<file path="src/rtl/prog_counter_seq.sv">
// prog_counter_seq
// Program counter sequencer with an IDLE/RUN/HALT control FSM. In RUN the PC
// increments each cycle (wrapping from PC_LAST back to RESET_ADDR), can be
// held by stall, redirected by load, or parked by halt_req. In HALT the PC
// holds but still accepts loads; resume returns to RUN.
//
// Optional feature (macro PROG_COUNTER_LINK_EN): adds call/ret and a link
// register holding the return address of the last accepted call.
//
// Parameters:
//   PC_WIDTH   - PC width in bits (2..16)
//   PC_LAST    - last valid address; increments wrap after it
//   RESET_ADDR - address taken on reset and on wrap
//
// Ports:
//   clk        - clock, rising edge
//   reset      - asynchronous reset, active low
//   stall      - hold the PC this cycle
//   load       - jump request to load_addr
//   load_addr  - jump target
//   halt_req   - enter HALT
//   resume     - leave HALT
//   call, ret  - (PROG_COUNTER_LINK_EN only) call/return jumps
//   link       - (PROG_COUNTER_LINK_EN only) stored return address
//   PC         - current address (registered)
//   pc_valid   - PC advanced or was loaded in RUN this cycle
//   wrapped    - one-cycle pulse on the PC_LAST -> RESET_ADDR step
//   load_err   - one-cycle pulse when a jump target exceeds PC_LAST
//   halted     - high while in HALT
module prog_counter_seq #(
    parameter int PC_WIDTH   = 4,
    parameter int PC_LAST    = 15,
    parameter int RESET_ADDR = 0
) (
    input  logic                clk,
    input  logic                reset,
    input  logic                stall,
    input  logic                load,
    input  logic [PC_WIDTH-1:0] load_addr,
    input  logic                halt_req,
    input  logic                resume,
`ifdef PROG_COUNTER_LINK_EN
    input  logic                call,
    input  logic                ret,
    output logic [PC_WIDTH-1:0] link,
`endif
    output logic [PC_WIDTH-1:0] PC,
    output logic                pc_valid,
    output logic                wrapped,
    output logic                load_err,
    output logic                halted
);

    localparam logic [PC_WIDTH-1:0] LAST  = PC_WIDTH'(PC_LAST);
    localparam logic [PC_WIDTH-1:0] START = PC_WIDTH'(RESET_ADDR);

    typedef enum logic [1:0] {
        IDLE = 2'b00,
        RUN  = 2'b01,
        HALT = 2'b10
    } state_t;

    state_t              state;
    state_t              state_next;
    logic [PC_WIDTH-1:0] pc_next;
    logic                valid_next;
    logic                wrap_next;
    logic                err_next;
    logic                at_last;
    logic [PC_WIDTH-1:0] pc_inc;
    logic                jump_req;
    logic [PC_WIDTH-1:0] jump_addr;
    logic                jump_ok;

    // ">=" rather than "==" so a PC somehow above PC_LAST still wraps
    // instead of running on past the valid range.
    assign at_last = (PC >= LAST);
    assign pc_inc  = at_last ? START : PC + PC_WIDTH'(1);

`ifdef PROG_COUNTER_LINK_EN
    logic call_sel;
    logic capture_link;

    // Jump source selection: ret beats call beats a plain load. A call
    // jumps to load_addr just like a load does.
    always_comb begin
        jump_req  = load;
        jump_addr = load_addr;
        call_sel  = 1'b0;
        if (ret) begin
            jump_req  = 1'b1;
            jump_addr = link;
        end else if (call) begin
            jump_req = 1'b1;
            call_sel = 1'b1;
        end
    end

    // The return address is captured only when the call jump is actually
    // taken: halt_req in RUN suppresses it, a rejected target leaves it alone.
    assign capture_link = call_sel && jump_ok &&
                          ((state == RUN && !halt_req) || state == HALT);

    always_ff @(posedge clk or negedge reset) begin
        if (!reset) begin
            link <= START;
        end else if (capture_link) begin
            link <= pc_inc;
        end
    end
`else
    assign jump_req  = load;
    assign jump_addr = load_addr;
`endif

    assign jump_ok = (jump_addr <= LAST);

    // Next-state and next-output logic. Outputs are computed here and
    // registered below so every port changes only on a clock edge.
    always_comb begin
        state_next = state;
        pc_next    = PC;
        valid_next = 1'b0;
        wrap_next  = 1'b0;
        err_next   = 1'b0;
        case (state)
            IDLE: begin
                pc_next    = START;
                state_next = halt_req ? HALT : RUN;
            end
            RUN: begin
                if (halt_req) begin
                    state_next = HALT;
                end else if (jump_req) begin
                    if (jump_ok) begin
                        pc_next    = jump_addr;
                        valid_next = 1'b1;
                    end else begin
                        err_next = 1'b1;
                    end
                end else if (!stall) begin
                    pc_next    = pc_inc;
                    valid_next = 1'b1;
                    wrap_next  = at_last;
                end
            end
            HALT: begin
                // Loads are honoured while parked, but pc_valid stays low
                // because the block is not running.
                if (!halt_req && resume) begin
                    state_next = RUN;
                end
                if (jump_req) begin
                    if (jump_ok) begin
                        pc_next = jump_addr;
                    end else begin
                        err_next = 1'b1;
                    end
                end
            end
            default: begin
                state_next = IDLE;
                pc_next    = START;
            end
        endcase
    end

    always_ff @(posedge clk or negedge reset) begin
        if (!reset) begin
            state    <= IDLE;
            PC       <= START;
            pc_valid <= 1'b0;
            wrapped  <= 1'b0;
            load_err <= 1'b0;
            halted   <= 1'b0;
        end else begin
            state    <= state_next;
            PC       <= pc_next;
            pc_valid <= valid_next;
            wrapped  <= wrap_next;
            load_err <= err_next;
            halted   <= (state_next == HALT);
        end
    end

endmodule
</file>
<file path="config.mk">
export PLATFORM = sky130hd
export DESIGN_NAME = prog_counter_seq
export DESIGN_NICKNAME = d
export VERILOG_FILES = /design/src/rtl/prog_counter_seq.sv
export SDC_FILE = /design/constraint.sdc
export NUM_CORES = 1
export LEC_CHECK = 0
export BUFFER_PORTS_ARGS = -buffer_cell sky130_fd_sc_hd__buf_4
export CORE_AREA = 2 2 39 41
export DETAILED_ROUTE_END_ITERATION = 8
export DIE_AREA = 0 0 41 43
export PLACE_DENSITY = 0.72
export SYNTH_ARGS = -nofsm -noshare
export SYNTH_HDL_FRONTEND = slang
export SYNTH_SLANG_ARGS = --single-unit
</file>
<file path="constraint.sdc">
create_clock -name clk -period 4.5 [get_ports clk]
set_input_delay 0.9 -clock clk [delete_from_list [all_inputs] [get_ports clk]]
set_output_delay 0.9 -clock clk [all_outputs]
set_load 0.05 [all_outputs]
</file>
; Word level (Yosys, flattened, before mapping)
; Index checks and enable logic that the tools add are counted.
[op_classes]
add_sub_neg = 1
order_cmp = 2
eq_ne = 6
n_mux = 24
n_reduce_logical = 4
[op_table]
columns = cell, count
row1 = $mux 4, 6
row2 = $mux 1, 12
row3 = $pmux 4 s2, 1
row4 = $mux 2, 3
row5 = $pmux 2 s3, 1
row6 = $add 4x1->4 const B, 1
row7 = $eq 2x2->1 const B, 2
row8 = $ge 4x4->1 const B, 1
row9 = $le 4x4->1 const B, 1
row10 = $ne 2x2->1 const B, 2
row11 = $ne 3x3->1 const B, 1
row12 = $reduce_and 3->1, 1
row13 = $eq 2x1->1 const B, 1
row14 = $logic_not 2->1, 1
row15 = $pmux 1 s2, 1
row16 = $logic_and 1x1->1, 1
row17 = $logic_not 1->1, 1
[totals]
regBits = 10
in_bits = 10
output_inout_bits = 8

; Longest topological paths before layout
[logic_depth]
ltp_word = 6
depth_mapped = 6
ltp_nobuf = 5

; Least setup slack after synthesis
; No wires, ideal clock.
[synth_path]
path_kind = input -> register
from = input load
to = register PC[3]
arrival_ns = 1.586
t_required_ns = 4.410
path_slack_ns = 2.823
path_stages = 4
n_path_buf = 1
cell_sequence = buf_6 nand2b_4 o32a_1 o221ai_1
[synth_between]
elab_chain_cells = 3
elab_cells_between_ends = 6
[synth_lines]
columns = item, line_no
row1 = start: declaration, 38  ; input logic load,
row2 = $mux 4, 134  ; end else if (jump_req) begin
row3 = $mux 4, 132  ; if (halt_req) begin
row4 = $pmux 4 s2, 126  ; case (state)
row5 = end signal: assignment, 178  ; PC <= pc_next;
row6 = end: declaration, 47  ; output logic [PC_WIDTH-1:0] PC,
; Parallel ways exist; a longest one is shown, timed or not. The select of a mux whose other input is x is not followed.
; A chain may end at the register's enable or synchronous reset.

; Worst setup path in the final report
[layout_path]
from = register PC[0]
to = output PC[0]
; No word-level cell between the ends.

==> summary.txt <==
GRT
  – First-pass GRT wire length: between 2000 and 2500 um
  – Met1 Use GR: 24.1%
  – Gr usage total: 17.5%
  – Vias in the first global route: roughly 490
  – GRT Residual Overflow: 0
  – Largest net degree at the start of global routing: 12
  – Grt peak-use layer: met2
  – M3 GR Usage: 3.14%
  – Initial antenna violation count: 0
  – Met2 usage: 26.6%

Power
  – Psw: approximately 0.00024 W
  – Internal power: between 0.0002 and 0.0003 W
  – Reg power frac: just under 30%
  – Maximum VDD drop: approximately 290 uV
  – Sw Ratio: approximately 49%
  – Comb power frac: 57.9%
  – P_leak: roughly 0.35 nW
  – Clock power share: 13.1%
  – PwrDens: ~660 nW/um2

Yosys
  – Cell variety after synth: 28
  – Synth warnings: 0
  – Post-synth net total: 75
  – Flops & latches, synth: 9
  – Post-Synthesis Cells: 60
  – Area of the mapped netlist: 613 um2
  – Syn Area/Cell: between 10 and 15 um2
  – Sequential-to-total area share from yosys stat: a little under two fifths

Clock network
  – Htree depth: 1
  – Hold_buf cts: 0
  – # clock sinks: 9
  – CTS Buffer Depth: 2
  – Post_cts resized: 0
  – Worst-skew pair later-pin latency: about 0.26 ns
  – Clk slew on worst S/H paths: ~0.07 ns
  – Root Driver: clkbuf_4
  – TritonCTS clock tree: yes
  – TritonCTS buffer count: 3
  – Post-CTS Setup Bufs: 0

Die
  – Starting Density: roughly 44%
  – IO Pins: 18
  – Core area: approximately 1400 um2
  – Chip Height: 43 um
  – # rows: 14
  – Die width: about 40 um
  – Die ar.: ~1800 um2

Worst setup path
  – Buf/Inv on CP: 1
  – Reg2reg path depth: 5
  – CP delay by family, top: flip-flops
  – CP Max Fanout: 5
  – Stages on worst setup path: 1
  – Classification of the worst setup path: reg2out
  – CP cell instances: buf_4
  – Critical path startpoint category: flip-flop
  – CP max-delay cell: dfrtp_1
  – Critical Path AT: roughly 0.94 ns
  – Critical Path Sink Type: output port
  – CP peak stage delay: ~0.44 ns
  – Worst Path Required: ~3.6 ns

STA
  – WHS: 0.450 ns
  – Slew Viols, Final: 0
  – RSZ-0062 raised after global routing: no
  – Fmax: 0.544 GHz
  – Clock skew: approximately 0.0024 ns
  – Crit path time final: ~1.8 ns
  – Hold Vio Cnt, Final: 0
  – Final worst path period share: approximately two fifths
  – Setup Total Neg Slack: 0 ns
  – Final setup fails: 0

Place
  – Placed insts: slightly below 90
  – HPWL Detailed: 953 um
  – Placer Congestion: roughly 0.8
  – Placed Area: just over 700 um2
  – IO buf count: 16

Layout
  – Most common cell after layout, fill and taps aside: buf_4
  – Final Util: between 50% and 60%
  – Layout Cells excl Fill: between 90 and 100
  – Filler Cell Count: 124
  – Layout cells sized above 1: 32.5%
  – Final Cell Area: ~750 um2
  – Diodes inserted: 0
  – # nets final: just over 90
  – Area Growth Syn to Fin: 22.9%
  – Most frequent cells in the layout: 16 x buf_4, 9 x dfrtp_1, 5 x inv_1, 5 x ha_1

Detailed routing
  – Final antenna-violating net count: 0
  – Drc violations: 0
  – First-pass DRT Iterations: 4
  – Average wire per standard cell: around 13 um
  – Vias/cell: ~5.5
  – WL final: around 1200 um
  – Drt first-iter violations: 8
  – Routed via count: roughly 510

Hold path
  – Hold Path Class: in2async

Job
  – Max-cap violations: 0

Status
  – Status: complete, no violations
-- cells in the mapped netlist (all sizes together) --
master   number  area share, %
o21a          2            2.4
nor2b         2            2.0
o21ba         1            1.6
xnor2         1            1.4
nand2b        1            2.2
buf           3            4.3
o221ai        1            1.4
a2111oi       1            2.4
o2bb2ai       3            4.3
a21oi         4            3.3
nand2         3            1.8
inv           5            3.1
o32a          1            1.6
nor3b         2            2.4
a22oi         1            1.2
nor2          1           0.61
nor4          1            1.0
o21ai         2            1.6
conb          1           0.61
nand3         4            3.3
and4b         1            1.8
ha            5             10
dfrtp         9             37
a2bb2oi       2            2.9
o211ai        1            2.0
o211a         1            1.6
mux2          1            1.8
-- logic make-up after synthesis --
group                      after synthesis  synth area share (%)
DFF                                      9                  36.7
muxes                                    1                  1.84
AOI/OAI and AO/OA                       20                  26.5
buffers and inverters                    8                  7.35
and+or+nand+nor                         15                  15.3
xor gates and xnor gates                 1                  1.43
adders and majority gates                5                  10.2
other                                    1                 0.612
-- layout make-up --
cell class | instances | area (um2) | area share [%]
Sequential cell | 9 | 225 | 29.9
Inverter | 5 | 18.8 | 2.49
Clock buffer | 4 | 26.3 | 3.49
Multi-Input combinational cell | 43 | 343 | 45.5
Timing Repair Buffer | 16 | 120 | 15.9
Tap cell | 16 | 20.0 | 2.66
-- final timing paths --
| check | slack [ns] | endpoint | start |
|---|---|---|---|
| max in group asynchronous | 3.91 | pc_valid$_DFF_PN0_ | reset |
| hold / removal | 0.45 | PC[1]$_DFFE_PN0P_ | reset |
| min in group clk | 0.56 | PC[1]$_DFFE_PN0P_ | PC[1]$_DFFE_PN0P_ |
| setup / recovery | 2.66 | PC[0] | PC[0]$_DFFE_PN0P_ |
| hold reg to reg | 0.56 | PC[1]$_DFFE_PN0P_ | PC[1]$_DFFE_PN0P_ |
| setup reg to reg | 2.73 | PC[1]$_DFFE_PN0P_ | state[1]$_DFF_PN0_ |
-- registers in the layout (all words and copies together), names as in the netlist --
register  flops
halted        1
pc_valid      1
state         2
PC            4
wrapped       1
-- power by group through the flow --
stage	combinational [W]	clock [W]	sequential, W
2_1_floorplan	0.000152	0	0.000208
3_3_place_gp	0.000285	0	0.000142
3_5_place_dp	0.000287	0	0.000144
4_1_cts	0.000287	0.0000651	0.000143
5_1_grt	0.000316	0.0000712	0.000148
6_report	0.000286	0.0000647	0.000143
-- layer usage --
layer  wire length (um)  up-vias
li1                   -      257
met5                  0        -
met2                599       14
met3                 63        2
met1                552      236
met4                 10        0
-- stage by stage --
stage	power [W]	setup WS, ns
final	0.000495	2.66
after global routing	0.000535	2.51
after CTS	0.000495	2.68
after detailed placement	0.000431	2.65
after global placement	0.000427	2.70
after floorplan	0.000360	2.82
(Power assumes the default switching activity.)
